==> src/rtl/game_status_tracker_if.sv <==
// Entry/verdict bus between the sequence checker, the status tracker and the display.
// master drives the game inputs; slave is the tracker, which returns its counters and flags.
interface game_status_tracker_if;
    logic        start;
    logic        en;
    logic        combo;
    logic        answer;
    logic [2:0]  lives;
    logic [7:0]  streak;
    logic [7:0]  best_streak;
    logic [15:0] score;
    logic [3:0]  mult;
    logic        level_done;
    logic        game_over;
    logic [1:0]  o_state;

    modport master (
        output start, en, combo, answer,
        input  lives, streak, best_streak, score, mult, level_done, game_over, o_state
    );

    modport slave (
        input  start, en, combo, answer,
        output lives, streak, best_streak, score, mult, level_done, game_over, o_state
    );
endinterface

==> src/rtl/game_status_tracker.sv <==
// Game status tracker: lives, streaks and a saturating score driven by per-entry checker verdicts,
// sequenced through IDLE / PLAY / LEVEL_DONE / GAME_OVER.
module game_status_tracker #(
    parameter int INIT_LIVES  = 3,
    parameter int MAX_MULT    = 4,
    parameter int LEVEL_BONUS = 50
) (
    input  logic                  clk,
    input  logic                  reset,
    game_status_tracker_if.slave  bus
);

    typedef enum logic [1:0] {
        S_IDLE       = 2'd0,
        S_PLAY       = 2'd1,
        S_LEVEL_DONE = 2'd2,
        S_GAME_OVER  = 2'd3
    } state_t;

    state_t      state_reg;
    logic [2:0]  lives_reg;
    logic [7:0]  streak_reg;
    logic [7:0]  best_reg;
    logic [15:0] score_reg;
    logic        level_done_reg;
    logic        game_over_reg;

    logic [6:0]  mult_raw;
    logic [3:0]  mult_val;
    logic [7:0]  streak_next;
    logic [7:0]  best_next;
    logic [16:0] score_sum;
    logic [15:0] score_next;

    // Multiplier follows the streak held before the current entry is counted.
    assign mult_raw = 7'd1 + 7'(streak_reg >> 2);
    assign mult_val = (mult_raw > 7'(MAX_MULT)) ? 4'(MAX_MULT) : mult_raw[3:0];

    assign streak_next = (streak_reg == 8'hFF) ? 8'hFF : streak_reg + 8'd1;
    assign best_next   = (streak_next > best_reg) ? streak_next : best_reg;

    // One extra bit on the sum catches the overflow that saturates the score.
    assign score_sum  = {1'b0, score_reg} + 17'(mult_val)
                      + (bus.answer ? 17'(LEVEL_BONUS) : 17'd0);
    assign score_next = score_sum[16] ? 16'hFFFF : score_sum[15:0];

    always_ff @(posedge clk or posedge reset) begin
        if (reset) begin
            state_reg      <= S_IDLE;
            lives_reg      <= 3'd0;
            streak_reg     <= 8'd0;
            best_reg       <= 8'd0;
            score_reg      <= 16'd0;
            level_done_reg <= 1'b0;
            game_over_reg  <= 1'b0;
        end else begin
            case (state_reg)
                S_IDLE, S_GAME_OVER: begin
                    if (bus.start) begin
                        state_reg      <= S_PLAY;
                        lives_reg      <= 3'(INIT_LIVES);
                        streak_reg     <= 8'd0;
                        best_reg       <= 8'd0;
                        score_reg      <= 16'd0;
                        level_done_reg <= 1'b0;
                        game_over_reg  <= 1'b0;
                    end
                end
                S_PLAY: begin
                    if (bus.start) begin
                        lives_reg  <= 3'(INIT_LIVES);
                        streak_reg <= 8'd0;
                        best_reg   <= 8'd0;
                        score_reg  <= 16'd0;
                    end else if (bus.en) begin
                        if (bus.combo) begin
                            streak_reg <= streak_next;
                            best_reg   <= best_next;
                            score_reg  <= score_next;
                            if (bus.answer) begin
                                state_reg      <= S_LEVEL_DONE;
                                level_done_reg <= 1'b1;
                            end
                        end else begin
                            streak_reg <= 8'd0;
                            // Losing the last life ends the game; lives never wraps below zero.
                            if (lives_reg <= 3'd1) begin
                                lives_reg     <= 3'd0;
                                state_reg     <= S_GAME_OVER;
                                game_over_reg <= 1'b1;
                            end else begin
                                lives_reg <= lives_reg - 3'd1;
                            end
                        end
                    end
                end
                S_LEVEL_DONE: begin
                    if (bus.start) begin
                        state_reg      <= S_PLAY;
                        level_done_reg <= 1'b0;
                    end
                end
                default: begin
                    state_reg      <= S_IDLE;
                    level_done_reg <= 1'b0;
                    game_over_reg  <= 1'b0;
                end
            endcase
        end
    end

    assign bus.lives       = lives_reg;
    assign bus.streak      = streak_reg;
    assign bus.best_streak = best_reg;
    assign bus.score       = score_reg;
    assign bus.mult        = mult_val;
    assign bus.level_done  = level_done_reg;
    assign bus.game_over   = game_over_reg;
    assign bus.o_state     = state_reg;

endmodule

==> src/flat_wrapper.sv <==
// flat-port wrapper written by rule: the top's interface ports become plain ports
module game_status_tracker_flat 
#(
    parameter int INIT_LIVES  = 3,
    parameter int MAX_MULT    = 4,
    parameter int LEVEL_BONUS = 50
)
  (clk, reset, bus_start, bus_en, bus_combo, bus_answer, bus_lives, bus_streak, bus_best_streak, bus_score, bus_mult, bus_level_done, bus_game_over, bus_o_state);
  game_status_tracker_if bus_i ();
  input  logic clk;
  input  logic reset;
  input wire logic [$bits(bus_i.start)-1:0] bus_start;
  input wire logic [$bits(bus_i.en)-1:0] bus_en;
  input wire logic [$bits(bus_i.combo)-1:0] bus_combo;
  input wire logic [$bits(bus_i.answer)-1:0] bus_answer;
  output wire logic [$bits(bus_i.lives)-1:0] bus_lives;
  output wire logic [$bits(bus_i.streak)-1:0] bus_streak;
  output wire logic [$bits(bus_i.best_streak)-1:0] bus_best_streak;
  output wire logic [$bits(bus_i.score)-1:0] bus_score;
  output wire logic [$bits(bus_i.mult)-1:0] bus_mult;
  output wire logic [$bits(bus_i.level_done)-1:0] bus_level_done;
  output wire logic [$bits(bus_i.game_over)-1:0] bus_game_over;
  output wire logic [$bits(bus_i.o_state)-1:0] bus_o_state;
  assign bus_i.start = bus_start;
  assign bus_i.en = bus_en;
  assign bus_i.combo = bus_combo;
  assign bus_i.answer = bus_answer;
  assign bus_lives = bus_i.lives;
  assign bus_streak = bus_i.streak;
  assign bus_best_streak = bus_i.best_streak;
  assign bus_score = bus_i.score;
  assign bus_mult = bus_i.mult;
  assign bus_level_done = bus_i.level_done;
  assign bus_game_over = bus_i.game_over;
  assign bus_o_state = bus_i.o_state;
  game_status_tracker #(.INIT_LIVES(INIT_LIVES), .MAX_MULT(MAX_MULT), .LEVEL_BONUS(LEVEL_BONUS)) u_core (.clk(clk), .reset(reset), .bus(bus_i));
endmodule
==> config.mk <==
export PLATFORM = sky130hd
export DESIGN_NAME = game_status_tracker_flat
export DESIGN_NICKNAME = d
export VERILOG_FILES = /design/src/rtl/game_status_tracker_if.sv /design/src/rtl/game_status_tracker.sv /design/src/flat_wrapper.sv
export SDC_FILE = /design/constraint.sdc
export NUM_CORES = 1
export LEC_CHECK = 0
export CORE_AREA = 2 2 107 109
export CTS_BUF_LIST = sky130_fd_sc_hd__clkbuf_16
export CTS_CLUSTER_DIAMETER = 80
export DETAILED_ROUTE_END_ITERATION = 10
export DIE_AREA = 0 0 109 111
export PLACE_DENSITY_LB_ADDON = 0.08
export SYNTH_ARGS = -nofsm -noshare
export SYNTH_HDL_FRONTEND = slang
export SYNTH_SLANG_ARGS = --single-unit
==> constraint.sdc <==
create_clock -name clk -period 2.8 [get_ports clk]
set_input_delay 0.56 -clock clk [delete_from_list [all_inputs] [get_ports clk]]
set_output_delay 0.56 -clock clk [all_outputs]
set_load 0.05 [all_outputs]
==> impl_metrics.ini, run 1 <==
[yosys]
synth_top_flop_cell = dfrtp_1
synth.distinct_cells = 56
synth-seq-cells = 39
synth_edf_count = 0
ys_warn_count = 0
synthesis.instances = 290
syn_avg_cell_area_um2 = 9.20
yosysSeqAreaShare = 0.366
synth_area_um2 = 2670
ys_async_sr_fraction = 1.00

[grt]
grt_pass1_vias = 2580
grt_max_degree = 40
antenna_found_initial = 0
grt_first_pass_wirelength_um = 12900
grt_overflow_total = 0
grt_use_total = 0.136

[timing]
grt_setup_unrepaired = yes
setup_viol = 0
hold_viol = 0
period_share = 0.994
skew_ps = 6.20
fmax_ghz = 0.359
fin_crit_ps = 2780
slew_violations = 0
maxSlewHeadroom = 0.662
tightest_slew_ps = 505

[routing]
dr.first_iter.drc_count = 59
drc = 0
topRoutingLayerUsed = met4
drt-pass1-iter-count = 4
dr_wl_met2_um = 3640
wirelength_um = 7730
wl_per_cell_um = 14.7
ant_nets = 0
route.vias.total = 2481
met1Wirelength_um = 3730
vias_per_cell = 4.72
wl_met3_um = 234

[floorplanning]
dieArea_um2 = 12100
fp.dieH_um = 111
core_area_um2 = 11100
dieWidth_um = 109
initial_core_util = 0.241
row_count = 39
io_pins = 49

[place]
portBuffers = 47
gp_congestion = 0.772
dp_cells = 513
place_hpwl_um = 5790

[power]
max-vdd-ir-drop_mv = 0.276
power_density_nw_per_um2 = 570
power_uw = 2290
p_leak_uw = 0.00187

[worst_hold_path]
hp-class = reg -> reg

[outcome]
status = finished, final reports clean

[critical_path]
cp_max_fo = 7
worst_setup_path_start_kind = flop
cp.arrival_ps = 3010
required_ps = 3020
setup.worst_path.class = reg -> reg
worst_setup_path_end_kind = flop

[clock_network]
cts.sinks = 39
clock_latency_ps = 280
hold_buffers = 0
cts_buffer_depth = 2
htreeDepth = 2
cts.clk_slew.worst_paths_ps = 70
cts_buffers = 5
cts_tree = yes
cts_root_buffer = clkbuf_16

[finish]
multi_input_area_um2 = 1780
finalNetCount = 414
num_antenna_cells = 0
fill_cells = 1123
largest_reg_flops = 16
seq_area_um2 = 986
layoutNonFillerInstCount = 526
final_core_util = 0.362
layout-drive-gt1-share = 0.277
area_growth_pct = 50.5

[run]
max-cap-violations = 0
## cells in the mapped netlist (4+ instances only)
| master | n | share of area |
|---|---|---|
| inv_1 | 27 | 0.038 |
| nand4_1 | 4 | 0.0094 |
| nand3_1 | 18 | 0.034 |
| a21oi_1 | 16 | 0.030 |
| and3_1 | 7 | 0.016 |
| a31oi_1 | 5 | 0.012 |
| nand2_1 | 30 | 0.042 |
| dfrtp_1 | 39 | 0.37 |
| nor2_1 | 9 | 0.013 |
| ha_1 | 24 | 0.11 |
| o21ai_0 | 16 | 0.030 |
| a22oi_1 | 6 | 0.017 |
| buf_2 | 4 | 0.0075 |
| nand2b_1 | 4 | 0.0094 |
| a22o_1 | 9 | 0.030 |
| o211ai_1 | 7 | 0.020 |
## routing by layer
layer  GRT usage  up-vias
met5           0        -
met4      0.0376        0
met3      0.0229        6
met2       0.213       48
met1       0.190     1187
li1            -     1240
## cell type report
| cell class | instances | area share |
|---|---|---|
| clock inverters | 3 | 0.00405 |
| multi-input cells | 215 | 0.443 |
| well taps | 143 | 0.0446 |
| inverters | 27 | 0.0252 |
| flip-flops and latches | 39 | 0.246 |
| repair buffers | 94 | 0.207 |
| clock buffers | 5 | 0.0312 |
## cell usage in the layout (no fill, tap or decap), types with 6 or more instances in the layout
cell	Yosys	final
buf_4	2	48
clkdlybuf4s50_1	0	45
dfrtp_1	39	33
nand2_1	30	27
inv_1	27	26
ha_1	24	17
o21ai_0	16	15
nand3_1	18	14
a21oi_1	16	14
a22o_1	9	9
nor2_1	9	8
o211ai_1	7	7
ha_4	0	7
a22oi_1	6	6
## worst max-delay path, stage by stage, from the launching register on
cell and delay, ps:
dfrtp_4 500, ha_4 280, nand3_4 90, fa_1 470, inv_2 80, ha_4 140, fa_2 200, a211oi_2 70
o21ai_2 190, nand2_2 130, or4b_1 480, nand3_1 80
## cell families after synthesis
kind of cell	count (synthesis)	share of synthesized area
AOI/OAI and AO/OA	87	0.226
xor gates and xnor gates	5	0.0164
adders and majority gates	26	0.128
buffers and inverters	37	0.0624
DFF	39	0.366
muxes	2	0.00750
other	1	0.00141
and+or+nand+nor	93	0.193
## repair_timing
item | CTS | global route
pin swaps | 9 | 11
endpoints found under the hold margin | 0 | 0
gates resized for setup | 8 | 18
buffers inserted | 4 | 2
endpoints found under the setup margin | 14 | 24
## through the flow
stage | hold WS, ps | setup TNS (ps) | setup slack [ps] | area (µm²)
2_1_floorplan | 720 | -329 | -64.2 | 2810
3_3_place_gp | 514 | -3730 | -277 | 3700
3_5_place_dp | 520 | -3880 | -305 | 3700
4_1_cts | 538 | -51.2 | -26.3 | 3930
5_1_grt | 572 | -1110 | -126 | 4020
6_report | 532 | 0 | 16.0 | 4020
## worst paths after layout
| kind | start | end | slack (ps) | cells after the start |
|---|---|---|---|---|
| setup / recovery | u_core.bus.streak[2] | u_core.bus.score[11] | 20 | 11 |
| hold / removal | u_core.bus.level_done | u_core.bus.level_done | 530 | 2 |
| setup reg to reg | u_core.bus.streak[2] | u_core.bus.score[11] | 20 | 11 |
| hold reg to reg | u_core.bus.level_done | u_core.bus.level_done | 530 | 2 |
| max in group asynchronous | reset | u_core.bus.streak[2] | 1930 | 3 |
| min in group asynchronous | reset | u_core.bus.score[11] | 640 | 3 |
## where the power goes
| part | switching (µW) | internal [µW] |
|---|---|---|
| sequential | 56.8 | 617 |
| clock | 247 | 326 |
| combinational | 643 | 400 |
No activity file was read; power rests on OpenSTA's default activity.
==> run 2: changes to the inputs <==
--- a/config.mk
+++ b/config.mk
@@ -6,7 +6,6 @@
 export NUM_CORES = 1
 export LEC_CHECK = 0
 export CORE_AREA = 2 2 107 109
-export CTS_BUF_LIST = sky130_fd_sc_hd__clkbuf_16
 export CTS_CLUSTER_DIAMETER = 80
 export DETAILED_ROUTE_END_ITERATION = 10
 export DIE_AREA = 0 0 109 111
==> impl_metrics.ini, run 2 (synthesis gave the netlist of run 1 again) <==
[outcome]
status = finished, final reports clean

[clock_network]
htreeDepth = 2
cts_buffers = 5
cts_buffer_depth = 2
cts_root_buffer = clkbuf_16
cts.sinks = 39
clock_latency_ps = 280
cts.clk_slew.worst_paths_ps = 70
cts_tree = yes
hold_buffers = 0

[finish]
multi_input_area_um2 = 1780
seq_area_um2 = 986
final_common_cell = buf_4
area_growth_pct = 50.5
final_cell_mix = 48 x buf_4, 45 x clkdlybuf4s50_1, 33 x dfrtp_1, 27 x nand2_1, 25 x inv_1
largest_reg_flops = 16
num_antenna_cells = 0
finalNetCount = 414
fill_cells = 1123
finalInstanceArea_um2 = 4020
layout-drive-gt1-share = 0.277
final_core_util = 0.362

[routing]
ant_nets = 0
drc = 0
wl_per_cell_um = 14.7
vias_per_cell = 4.71
route.vias.total = 2479
wirelength_um = 7720
dr.first_iter.drc_count = 59
drt-pass1-iter-count = 4

[timing]
tightest_slew_ps = 505
hold_viol = 0
maxSlewHeadroom = 0.662
fin_crit_ps = 2780
slew_violations = 0
skew_ps = 5.29
period_share = 0.995
setup_viol = 0
holdWs_ps = 532
grt_setup_unrepaired = yes
fmax_ghz = 0.359
layout_setup_ws_ps = 15.1

[critical_path]
rr_endpoint = u_core.bus.score[11]
worst_setup_path_start_kind = flop
cp.arrival_ps = 3010
regToRegStartpoint = u_core.bus.streak[2]
startpoint = u_core.bus.streak[2]
cp_max_fo = 7
required_ps = 3020
reg2reg_depth = 11
r2r_slack_ps = 20
worst_setup_path_end_kind = flop
setup.worst_path.class = reg -> reg
crit_end = u_core.bus.score[11]

[power]
power_density_nw_per_um2 = 571
max-vdd-ir-drop_mv = 0.275
p_leak_uw = 0.00186
power_uw = 2290

[place]
portBuffers = 47
dpl_cell_area_um2 = 3700
pre_cts_slack_ps = -305
gp_congestion = 0.772
place_hpwl_um = 5790

[grt]
grt_overflow_total = 0
grt_max_degree = 40
grt_pass1_vias = 2580
grt_use_total = 0.136
antenna_found_initial = 0
grt_first_pass_wirelength_um = 12900

[run]
max-cap-violations = 0

[floorplanning]
core_area_um2 = 11100
dieWidth_um = 109
dieArea_um2 = 12100
io_pins = 49
initial_core_util = 0.241
fp.dieH_um = 111
row_count = 39

[worst_hold_path]
hp-class = reg -> reg
-- run 2: changes by cell type in the layout (fill, tap and decap cells not counted) --
cell / delta
clkbuf_1: +1
inv_1: -1
-- run 2: critical path: stages, from the launching register on --
cell	delay, ps
dfrtp_4	500
ha_4	280
nand3_4	90
fa_1	470
inv_2	80
ha_4	140
fa_2	200
a211oi_2	70
o21ai_2	190
nand2_2	130
or4b_1	480
nand3_1	80
-- run 2: worst min-delay path by stage --
stage                                         start                         to  slack, ps  cells after the start
final                         u_core.bus.level_done      u_core.bus.level_done        530                      2
after global routing      u_core.bus.best_streak[3]  u_core.bus.best_streak[3]        570                      1
after CTS                 u_core.bus.best_streak[1]  u_core.bus.best_streak[1]        540                      1
after detailed placement      u_core.bus.level_done      u_core.bus.level_done        520                      2
after global placement        u_core.bus.level_done      u_core.bus.level_done        510                      2
after floorplan                          bus_answer      u_core.bus.level_done        720                      2
-- run 2: routing by layer --
metal	wire (µm)	vias up	GRT usage
met2	3650	46	0.213
li1	-	1240	-
met5	0	-	0
met4	122	0	0.0376
met3	230	6	0.0229
met1	3720	1187	0.190
-- run 2: cell type report --
class                      instances  area share
timing repair buffer              94       0.207
inverter                          27      0.0252
clock inverter                     2     0.00312
clock buffer                       6      0.0321
tap                              143      0.0446
sequential                        39       0.246
multi-input combinational        215       0.443
-- run 2: what timing repair did --
| item | 4_1_cts | 5_1_grt |
|---|---|---|
| resized for setup | 8 | 18 |
| gates cloned | 0 | 0 |
| setup endpoints to repair | 14 | 24 |
| buffers inserted | 4 | 2 |
| pin swaps | 9 | 11 |
-- run 2: power breakdown --
| group | leakage (µW) | switching (µW) | internal, µW |
|---|---|---|---|
| sequential | 0.000521 | 56.9 | 617 |
| combinational | 0.00128 | 644 | 400 |
| clock | 0.0000669 | 245 | 330 |
| total | 0.00186 | 946 | 1350 |
-- run 2: through the flow --
| stage | std cells | setup TNS [ps] |
|---|---|---|
| detailed placement | 513 | -3880 |
| CTS | 525 | -51.4 |
| finish | 526 | 0 |
| floorplan | 291 | -329 |
| global route | 526 | -1110 |
| global placement | 513 | -3730 |
